**config.mk**
```make
export PLATFORM = sky130hd
export DESIGN_NAME = tts_host_msg_dispatch_flat
export DESIGN_NICKNAME = d
export VERILOG_FILES = /design/src/rtl/tts_host_msg_dispatch_if.sv /design/src/rtl/tts_host_msg_dispatch.sv /design/src/flat_wrapper.sv
export SDC_FILE = /design/constraint.sdc
export NUM_CORES = 2
export LEC_CHECK = 0
export ABC_AREA = 1
export BUFFER_PORTS_ARGS = -buffer_cell sky130_fd_sc_hd__buf_2
export CAP_MARGIN = 20
export CORE_AREA = 2 2 501 503
export DETAILED_ROUTE_END_ITERATION = 10
export DIE_AREA = 0 0 503 505
export RECOVER_POWER = 50
export SYNTH_ARGS = -nofsm -noshare
export SYNTH_HDL_FRONTEND = slang
export SYNTH_SLANG_ARGS = --single-unit
```
**constraint.sdc**
```tcl
create_clock -name clk -period 4.9 [get_ports clk]
set_input_delay 0.98 -clock clk [delete_from_list [all_inputs] [get_ports clk]]
set_output_delay 0.98 -clock clk [all_outputs]
set_load 0.02 [all_outputs]
```
**src/rtl/tts_host_msg_dispatch_if.sv**
```systemverilog
// Host-message dispatcher bus: input beat stream, RAM control block request
// and read-return channels, read-response stream and the drop counter.
//
// Handshake rule for every valid/ready pair in this bundle: a transfer happens
// on a rising clock edge where valid and ready are both 1. Once valid is raised
// the sender holds valid and its payload unchanged until that edge. ready may
// change freely. ram_rd_valid is a one-cycle strobe with no back-pressure.
interface tts_host_msg_dispatch_if #(
    parameter int DATA_BYTES = 24,
    parameter int BEAT_BYTES = 8,
    parameter int NUM_RAMS   = 4
);
    logic                             in_valid;
    logic                             in_ready;
    logic [BEAT_BYTES*8-1:0]          in_data;
    logic                             in_last;
    logic [NUM_RAMS-1:0]              ram_req_valid;
    logic [NUM_RAMS-1:0]              ram_req_ready;
    logic                             ram_we;
    logic [15:0]                      ram_addr;
    logic [DATA_BYTES-1:0]            ram_be;
    logic [DATA_BYTES*8-1:0]          ram_wdata;
    logic [NUM_RAMS-1:0]              ram_rd_valid;
    logic [NUM_RAMS*DATA_BYTES*8-1:0] ram_rd_data;
    logic                             resp_valid;
    logic                             resp_ready;
    logic [DATA_BYTES*8-1:0]          resp_data;
    logic [15:0]                      err_cnt;

    // Host / RAM-side environment.
    modport master (
        output in_valid, in_data, in_last, ram_req_ready, ram_rd_valid,
               ram_rd_data, resp_ready,
        input  in_ready, ram_req_valid, ram_we, ram_addr, ram_be, ram_wdata,
               resp_valid, resp_data, err_cnt
    );

    // Dispatcher.
    modport slave (
        input  in_valid, in_data, in_last, ram_req_ready, ram_rd_valid,
               ram_rd_data, resp_ready,
        output in_ready, ram_req_valid, ram_we, ram_addr, ram_be, ram_wdata,
               resp_valid, resp_data, err_cnt
    );
endinterface

```
**src/rtl/tts_host_msg_dispatch.sv**
```systemverilog
// Host-message dispatcher: collects a message (cmd, ram, addr, res, byte
// enables, data) from a beat stream, validates it and issues one write or read
// to the one-hot selected RAM control block; read data returns on the response
// stream. Dropped messages bump a saturating error counter.
// Optional build macro TTS_HOST_TMO_EN: adds a TMO_CYC-cycle timeout on the
// request and read-return waits.
module tts_host_msg_dispatch #(
    parameter int DATA_BYTES = 24,
    parameter int BEAT_BYTES = 8,
    parameter int NUM_RAMS   = 4,
    parameter int TMO_CYC    = 255
) (
    input  logic                          clk,
    input  logic                          rst_n,
    tts_host_msg_dispatch_if.slave        bus,
    output logic [2:0]                    fsm_state
);
    localparam int BE_BYTES  = DATA_BYTES / 8;
    localparam int MSG_BYTES = 5 + BE_BYTES + DATA_BYTES;
    localparam int NB        = MSG_BYTES / BEAT_BYTES;
    localparam int DATA_W    = DATA_BYTES * 8;
    localparam int MSG_W     = MSG_BYTES * 8;
    localparam int CNT_W     = (NB > 1) ? $clog2(NB) : 1;
    localparam logic [CNT_W-1:0] LAST_BEAT = CNT_W'(NB - 1);
    localparam logic [7:0] CMD_WR = 8'h01;
    localparam logic [7:0] CMD_RD = 8'h02;

    if ((DATA_BYTES % 8) != 0 || DATA_BYTES < 8) begin : g_bad_data
        $error("DATA_BYTES must be a positive multiple of 8");
    end
    if ((MSG_BYTES % BEAT_BYTES) != 0) begin : g_bad_beat
        $error("message size must be a multiple of BEAT_BYTES");
    end
    if (NUM_RAMS < 1 || NUM_RAMS > 8) begin : g_bad_rams
        $error("NUM_RAMS must be 1..8");
    end
    if (TMO_CYC < 1 || TMO_CYC > 65535) begin : g_bad_tmo
        $error("TMO_CYC must be 1..65535");
    end

    typedef enum logic [2:0] {
        COLLECT = 3'd0,
        DRAIN   = 3'd1,
        DECODE  = 3'd2,
        ISSUE   = 3'd3,
        WAIT_RD = 3'd4,
        RESP    = 3'd5
    } state_t;

    state_t              state;
    logic [CNT_W-1:0]    beat_cnt;
    logic [MSG_W-1:0]    msg;
    logic [NUM_RAMS-1:0] sel;
    logic                is_write;
`ifdef TTS_HOST_TMO_EN
    logic [15:0]         tmo_cnt;
`endif

    // Message fields; byte 0 (cmd) sits in the MSBs once all beats are in.
    logic [7:0]            cmd_f;
    logic [7:0]            ram_f;
    logic [15:0]           addr_f;
    logic [7:0]            res_f;
    logic [DATA_BYTES-1:0] be_f;
    logic [DATA_W-1:0]     data_f;

    assign cmd_f  = msg[MSG_W-1  -: 8];
    assign ram_f  = msg[MSG_W-9  -: 8];
    assign addr_f = msg[MSG_W-17 -: 16];
    assign res_f  = msg[MSG_W-33 -: 8];
    assign be_f   = msg[MSG_W-41 -: DATA_BYTES];
    assign data_f = msg[DATA_W-1:0];

    // The reserved byte carries no meaning for the dispatcher.
    logic unused_res;
    assign unused_res = &{1'b0, res_f};

    assign fsm_state = state;

    // A select is usable only when exactly one bit is set and it names an
    // existing RCB channel.
    function automatic logic ram_sel_ok(input logic [7:0] r);
        int   ones;
        logic high;
        ones = 0;
        high = 1'b0;
        for (int i = 0; i < 8; i++) begin
            if (r[i]) begin
                ones++;
                if (i >= NUM_RAMS) high = 1'b1;
            end
        end
        return (ones == 1) && !high;
    endfunction

    function automatic logic [15:0] sat_inc(input logic [15:0] v);
        return (v == 16'hFFFF) ? v : v + 16'd1;
    endfunction

    logic                decode_ok;
    logic                req_hit;
    logic                rd_hit;
    logic [DATA_W-1:0]   rd_slice;

    // Decode verdict, request handshake and read-return slice for the
    // selected channel; strobes on other channels are ignored.
    always_comb begin
        decode_ok = ram_sel_ok(ram_f) && (cmd_f == CMD_WR || cmd_f == CMD_RD);
        req_hit   = |(sel & bus.ram_req_ready);
        rd_hit    = 1'b0;
        rd_slice  = '0;
        for (int i = 0; i < NUM_RAMS; i++) begin
            if (sel[i] && bus.ram_rd_valid[i]) begin
                rd_hit   = 1'b1;
                rd_slice = bus.ram_rd_data[i*DATA_W +: DATA_W];
            end
        end
    end

    // Message FSM with registered outputs; in_ready is 1 only in COLLECT/DRAIN.
    always_ff @(posedge clk or negedge rst_n) begin
        if (!rst_n) begin
            state             <= COLLECT;
            beat_cnt          <= '0;
            msg               <= '0;
            sel               <= '0;
            is_write          <= 1'b0;
            bus.in_ready      <= 1'b0;
            bus.ram_req_valid <= '0;
            bus.ram_we        <= 1'b0;
            bus.ram_addr      <= '0;
            bus.ram_be        <= '0;
            bus.ram_wdata     <= '0;
            bus.resp_valid    <= 1'b0;
            bus.resp_data     <= '0;
            bus.err_cnt       <= '0;
`ifdef TTS_HOST_TMO_EN
            tmo_cnt           <= '0;
`endif
        end else begin
            case (state)
                COLLECT: begin
                    bus.in_ready <= 1'b1;
                    if (bus.in_valid && bus.in_ready) begin
                        msg <= MSG_W'({msg, bus.in_data});
                        if (beat_cnt == LAST_BEAT) begin
                            beat_cnt <= '0;
                            if (bus.in_last) begin
                                state        <= DECODE;
                                bus.in_ready <= 1'b0;
                            end else begin
                                // Overlong message: discard the rest of it.
                                state       <= DRAIN;
                                bus.err_cnt <= sat_inc(bus.err_cnt);
                            end
                        end else if (bus.in_last) begin
                            // Short message: drop and start afresh.
                            beat_cnt    <= '0;
                            bus.err_cnt <= sat_inc(bus.err_cnt);
                        end else begin
                            beat_cnt <= beat_cnt + CNT_W'(1);
                        end
                    end
                end

                DRAIN: begin
                    bus.in_ready <= 1'b1;
                    if (bus.in_valid && bus.in_ready && bus.in_last) begin
                        state <= COLLECT;
                    end
                end

                DECODE: begin
                    if (decode_ok) begin
                        state             <= ISSUE;
                        sel               <= ram_f[NUM_RAMS-1:0];
                        is_write          <= (cmd_f == CMD_WR);
                        bus.ram_req_valid <= ram_f[NUM_RAMS-1:0];
                        bus.ram_we        <= (cmd_f == CMD_WR);
                        bus.ram_addr      <= addr_f;
                        bus.ram_be        <= be_f;
                        bus.ram_wdata     <= data_f;
`ifdef TTS_HOST_TMO_EN
                        tmo_cnt           <= '0;
`endif
                    end else begin
                        state        <= COLLECT;
                        bus.in_ready <= 1'b1;
                        bus.err_cnt  <= sat_inc(bus.err_cnt);
                    end
                end

                ISSUE: begin
                    if (req_hit) begin
                        bus.ram_req_valid <= '0;
`ifdef TTS_HOST_TMO_EN
                        tmo_cnt           <= '0;
`endif
                        if (is_write) begin
                            state        <= COLLECT;
                            bus.in_ready <= 1'b1;
                        end else begin
                            state <= WAIT_RD;
                        end
                    end
`ifdef TTS_HOST_TMO_EN
                    else if (tmo_cnt == 16'(TMO_CYC - 1)) begin
                        bus.ram_req_valid <= '0;
                        bus.err_cnt       <= sat_inc(bus.err_cnt);
                        state             <= COLLECT;
                        bus.in_ready      <= 1'b1;
                    end else begin
                        tmo_cnt <= tmo_cnt + 16'd1;
                    end
`endif
                end

                WAIT_RD: begin
                    if (rd_hit) begin
                        bus.resp_data  <= rd_slice;
                        bus.resp_valid <= 1'b1;
                        state          <= RESP;
                    end
`ifdef TTS_HOST_TMO_EN
                    else if (tmo_cnt == 16'(TMO_CYC - 1)) begin
                        bus.err_cnt  <= sat_inc(bus.err_cnt);
                        state        <= COLLECT;
                        bus.in_ready <= 1'b1;
                    end else begin
                        tmo_cnt <= tmo_cnt + 16'd1;
                    end
`endif
                end

                RESP: begin
                    if (bus.resp_ready) begin
                        bus.resp_valid <= 1'b0;
                        state          <= COLLECT;
                        bus.in_ready   <= 1'b1;
                    end
                end

                default: begin
                    state        <= COLLECT;
                    bus.in_ready <= 1'b1;
                end
            endcase
        end
    end
endmodule

```
**src/flat_wrapper.sv**
```systemverilog
// flat-port wrapper written by rule: the top's interface ports become plain ports
module tts_host_msg_dispatch_flat 
#(
    parameter int DATA_BYTES = 24,
    parameter int BEAT_BYTES = 8,
    parameter int NUM_RAMS   = 4,
    parameter int TMO_CYC    = 255
)
  (clk, rst_n, fsm_state, bus_in_valid, bus_in_data, bus_in_last, bus_ram_req_ready, bus_ram_rd_valid, bus_ram_rd_data, bus_resp_ready, bus_in_ready, bus_ram_req_valid, bus_ram_we, bus_ram_addr, bus_ram_be, bus_ram_wdata, bus_resp_valid, bus_resp_data, bus_err_cnt);
  tts_host_msg_dispatch_if #(.DATA_BYTES(DATA_BYTES), .BEAT_BYTES(BEAT_BYTES), .NUM_RAMS(NUM_RAMS)) bus_i ();
  input  logic clk;
  input  logic rst_n;
  output logic [2:0] fsm_state;
  input wire logic [$bits(bus_i.in_valid)-1:0] bus_in_valid;
  input wire logic [$bits(bus_i.in_data)-1:0] bus_in_data;
  input wire logic [$bits(bus_i.in_last)-1:0] bus_in_last;
  input wire logic [$bits(bus_i.ram_req_ready)-1:0] bus_ram_req_ready;
  input wire logic [$bits(bus_i.ram_rd_valid)-1:0] bus_ram_rd_valid;
  input wire logic [$bits(bus_i.ram_rd_data)-1:0] bus_ram_rd_data;
  input wire logic [$bits(bus_i.resp_ready)-1:0] bus_resp_ready;
  output wire logic [$bits(bus_i.in_ready)-1:0] bus_in_ready;
  output wire logic [$bits(bus_i.ram_req_valid)-1:0] bus_ram_req_valid;
  output wire logic [$bits(bus_i.ram_we)-1:0] bus_ram_we;
  output wire logic [$bits(bus_i.ram_addr)-1:0] bus_ram_addr;
  output wire logic [$bits(bus_i.ram_be)-1:0] bus_ram_be;
  output wire logic [$bits(bus_i.ram_wdata)-1:0] bus_ram_wdata;
  output wire logic [$bits(bus_i.resp_valid)-1:0] bus_resp_valid;
  output wire logic [$bits(bus_i.resp_data)-1:0] bus_resp_data;
  output wire logic [$bits(bus_i.err_cnt)-1:0] bus_err_cnt;
  assign bus_i.in_valid = bus_in_valid;
  assign bus_i.in_data = bus_in_data;
  assign bus_i.in_last = bus_in_last;
  assign bus_i.ram_req_ready = bus_ram_req_ready;
  assign bus_i.ram_rd_valid = bus_ram_rd_valid;
  assign bus_i.ram_rd_data = bus_ram_rd_data;
  assign bus_i.resp_ready = bus_resp_ready;
  assign bus_in_ready = bus_i.in_ready;
  assign bus_ram_req_valid = bus_i.ram_req_valid;
  assign bus_ram_we = bus_i.ram_we;
  assign bus_ram_addr = bus_i.ram_addr;
  assign bus_ram_be = bus_i.ram_be;
  assign bus_ram_wdata = bus_i.ram_wdata;
  assign bus_resp_valid = bus_i.resp_valid;
  assign bus_resp_data = bus_i.resp_data;
  assign bus_err_cnt = bus_i.err_cnt;
  tts_host_msg_dispatch #(.DATA_BYTES(DATA_BYTES), .BEAT_BYTES(BEAT_BYTES), .NUM_RAMS(NUM_RAMS), .TMO_CYC(TMO_CYC)) u_core (.clk(clk), .rst_n(rst_n), .bus(bus_i), .fsm_state(fsm_state));
endmodule
```
==> key figures <==
Run
  • Maxcap violations: 2

Place
  • Post-DP HPWL: 167000 µm
  • Placed cell count: 8445
  • Gpl congestion: 0.930
  • Placed Area: 43200 µm²
  • IO buf count: 1294

Timing
  • Fmax achieved: 222 MHz
  • Least-Margin Pin Slew: 3.87 ns
  • Unrepaired setup endpoints after global routing: no
  • Worst slew margin: -1.58
  • WHS: 0.450 ns
  • Clk_skew: 0.0586 ns
  • Fin crit share: 0.920
  • Setup TNS: 0 ns
  • Final Hold Fails: 0
  • # setup viols final: 0
  • Min Tclk post-route: 4.51 ns
  • Final Max Tran Viols: 67

Worst setup path
  • R2R depth: 29
  • R2r setup slk: 0.39 ns
  • Crit-path max cell delay: 0.39 ns
  • Setup crit end kind: flop
  • Type of origin of the critical path: flop
  • Worst reg2reg path endpoint: u_core.bus.ram_wdata[111]
  • Worst-path fanout max: 72
  • CP required: 5.48 ns
  • Critical Path Start: u_core.msg[240]
  • Critical path class: reg2reg
  • FF-to-FF Start: u_core.msg[240]
  • CP max stage cell: dfrtp_1
  • Critical path arrival: 5.08 ns
  • CP dominant cell by count: nand2_1
  • Worst Setup EP: u_core.bus.ram_wdata[111]

Global routing
  • GRT Overall Usage: 0.152
  • Met3 GRT Util: 0.0566
  • Routing usage on met2: 0.253
  • Top Usage Layer GRT: met2
  • Met1 Use GR: 0.176
  • Grt total ovfl: 0
  • Initial antenna violation count: 96
  • Global-route wire length before repair: 265000 µm
  • Vias in the first global route: roughly 31000
  • Pin count of the biggest net entering global routing: 110

Clock tree
  • Clock Path Buffers: 3
  • Worst skew pair latency: 0.72 ns
  • Htree depth: 3
  • Clock-pin slew on the worst setup and hold paths: 0.06 ns
  • Clock Sink Count: between 700 and 800
  • Cts bufs inserted: 83
  • TritonCTS clock tree: done
  • Clock Tree Root: clkbuf_16

Power and ir drop
  • Total power: 19.5 mW
  • Internal power: 12.4 mW
  • P_leak: 21.7 nW
  • Combinational share of power: 0.261
  • P per Cell Area: 422 nW/µm²
  • Fraction of power spent switching nets: 0.361
  • Psw: between 7 and 8 mW
  • Sequential Power Share: 0.394
  • Clock network power share: 0.344
  • Worst vdd ir: 0.333 mV

Yosys
  • Post-synth top area cell: dfrtp_1
  • Post-synthesis cell type count: 31
  • Post-synth EDFFs: 0
  • Top cells by area, synth: dfrtp_1, nand2_1, o21ai_0
  • Yosys top cell area share: 0.534
  • Syn Area/Cell: 8.21 µm²
  • Synth Warn #: 0
  • Mapped Area: 33000 µm²
  • Post-Synthesis Cells: 4020
  • Post-synthesis sequential area ratio: 0.534
  • Synthesized flop and latch total: a little over 700
  • Primary FF master, synth: dfrtp_1
  • Post-synthesis async set-or-reset flop share: 1.00
  • Synth Net Count: 4874

Detailed routing
  • Via Count: 33300
  • Number of remaining DRC errors: 0
  • Drt first pass iters: 5
  • DRT antenna net count: 0
  • WL/cell: 23.4 µm
  • WL final: 204000 µm
  • Vias per inst: 3.83
  • DR iter-0 viols: 2742

Cells and area
  • Design area: 46200 µm²
  • # fillers: 28400
  • Area Growth Syn to Fin: 39.9%
  • Commonest cells after routing, fill and taps aside: buf_2, nand2_1, dfrtp_1
  • Share of layout cells above drive strength 1: 0.280
  • Final nets: between 6000 and 7000
  • Final cell count without fillers: 8691
  • Commonest non-fill, non-tap cell in the layout: buf_2

Floorplanning
  • Die X: 503 µm
  • Initial core utilization: 0.133
  • Core Region: 248000 µm²
  • # IOs: 1295
  • Die Area: about 250000 µm²
  • Row cnt: about 180
  • Die height: a little over 500 µm

Run status
  • Run status: finished, violations left
  • Failing checks: max-capacitance violations, max-slew violations

Min path
  • Hold crit path type: reg2reg
==> power by group through the flow <==
stage               sequential, mW  combinational, mW  clock (mW)
detailed placement            7.76               5.12           0
finish                        7.68               5.09        6.71
CTS                           7.68               5.14        6.92
floorplan                     7.87               2.89           0
global placement              7.75               5.05           0
global route                  7.82               5.80        7.15
==> repair_timing <==
| item | CTS | global route |
|---|---|---|
| buffers inserted | 0 | 6 |
| setup endpoints to repair | 0 | 94 |
| hold buffers | 0 | 0 |
| endpoints found under the hold margin | 0 | 0 |
| gates resized for setup | 0 | 10 |
==> critical path, delay by kind of cell (launching register included) <==
family | cells | cell delay (ns)
AO/OA/AOI/OAI | 2 | 0.15
adder cells (fa/ha/maj) | 6 | 1.53
buffers and inverters | 7 | 0.71
flip-flops | 1 | 0.39
AND/OR/NAND/NOR | 14 | 1.52
==> how the worst min path moves through the flow <==
stage	depth (start not counted)	from	slack, ns	endpoint
after global routing	3	bus_in_data[36]	0.42	u_core.msg[36]
after floorplan	1	u_core.beat_cnt[0]	0.45	u_core.beat_cnt[0]
after global placement	2	u_core.bus.ram_req_valid[2]	0.45	u_core.bus.ram_req_valid[2]
after detailed placement	2	u_core.bus.ram_req_valid[2]	0.46	u_core.bus.ram_req_valid[2]
final	2	u_core.msg[179]	0.45	u_core.msg[243]
after CTS	1	rst_n	0.22	u_core.bus.resp_data[70]
==> cells in the mapped netlist (2+ instances only) <==
master and n:
nand2_1 982, dfrtp_1 704, o21ai_0 662, a21oi_1 580
inv_1 279, nor2_1 216, clkbuf_1 199, o21ai_2 117
o21ai_1 95, buf_6 46, buf_2 44, nand3_1 26
nor3_1 11, ha_1 9, xnor2_1 9, buf_1 7
xor2_1 6, nor4_1 5, inv_2 4, nand4_1 4
buf_4 3, a22o_1 2, nand2_2 2
==> cell families (layout without fill, tap and decap cells) <==
family / count (synthesis) / count (layout) / share of synthesized area
other: 0 / 84 / 0
flip-flops: 704 / 704 / 0.534
AND/OR/NAND/NOR: 1250 / 1251 / 0.145
XOR/XNOR: 15 / 15 / 0.00398
AO/OA/AOI/OAI: 1460 / 1460 / 0.235
adder cells (fa/ha/maj): 9 / 9 / 0.00341
buffers and inverters: 582 / 1838 / 0.0787
==> registers in the layout (all words and copies together) (netlist names) <==
signal / flops
u_core.bus.ram_addr: 16
u_core.beat_cnt: 2
u_core.bus.ram_req_valid: 4
u_core.sel: 4
u_core.bus.resp_valid: 1
u_core.bus.err_cnt: 16
u_core.bus.ram_we: 1
u_core.bus.in_ready: 1
u_core.bus.resp_data: 192
u_core.msg: 248
u_core.bus.ram_be: 24
u_core.fsm_state: 3
u_core.bus.ram_wdata: 192
==> area by class of cell <==
| class | instances | area, µm² | share of cell area |
|---|---|---|---|
| clock inverter | 43 | 587 | 0.0127 |
| timing repair buffer | 1400 | 7310 | 0.158 |
| multi-input combinational | 2735 | 12900 | 0.278 |
| sequential | 704 | 17600 | 0.381 |
| clock buffer | 112 | 2350 | 0.0508 |
| tap | 3330 | 4170 | 0.0902 |
| antenna | 84 | 210 | 0.00455 |
| inverter | 283 | 1090 | 0.0237 |
==> routing by layer <==
metal / wire, µm / vias to the layer above / share of wire
li1: - / 15700 / -
met1: 78400 / 15800 / 0.39
met2: 95000 / 1517 / 0.47
met3: 20900 / 303 / 0.10
met4: 8970 / 44 / 0.044
met5: 307 / - / 0.0015
==> metrics by stage <==
stage / worst slack [ns] / utilization
finish: 0.393 / 0.186
global route: 0.0376 / 0.186
CTS: 0.0878 / 0.186
detailed placement: 0.158 / 0.174
global placement: 0.158 / 0.174
floorplan: 0.816 / -
Note: power is estimated with default switching activity, not from simulation.
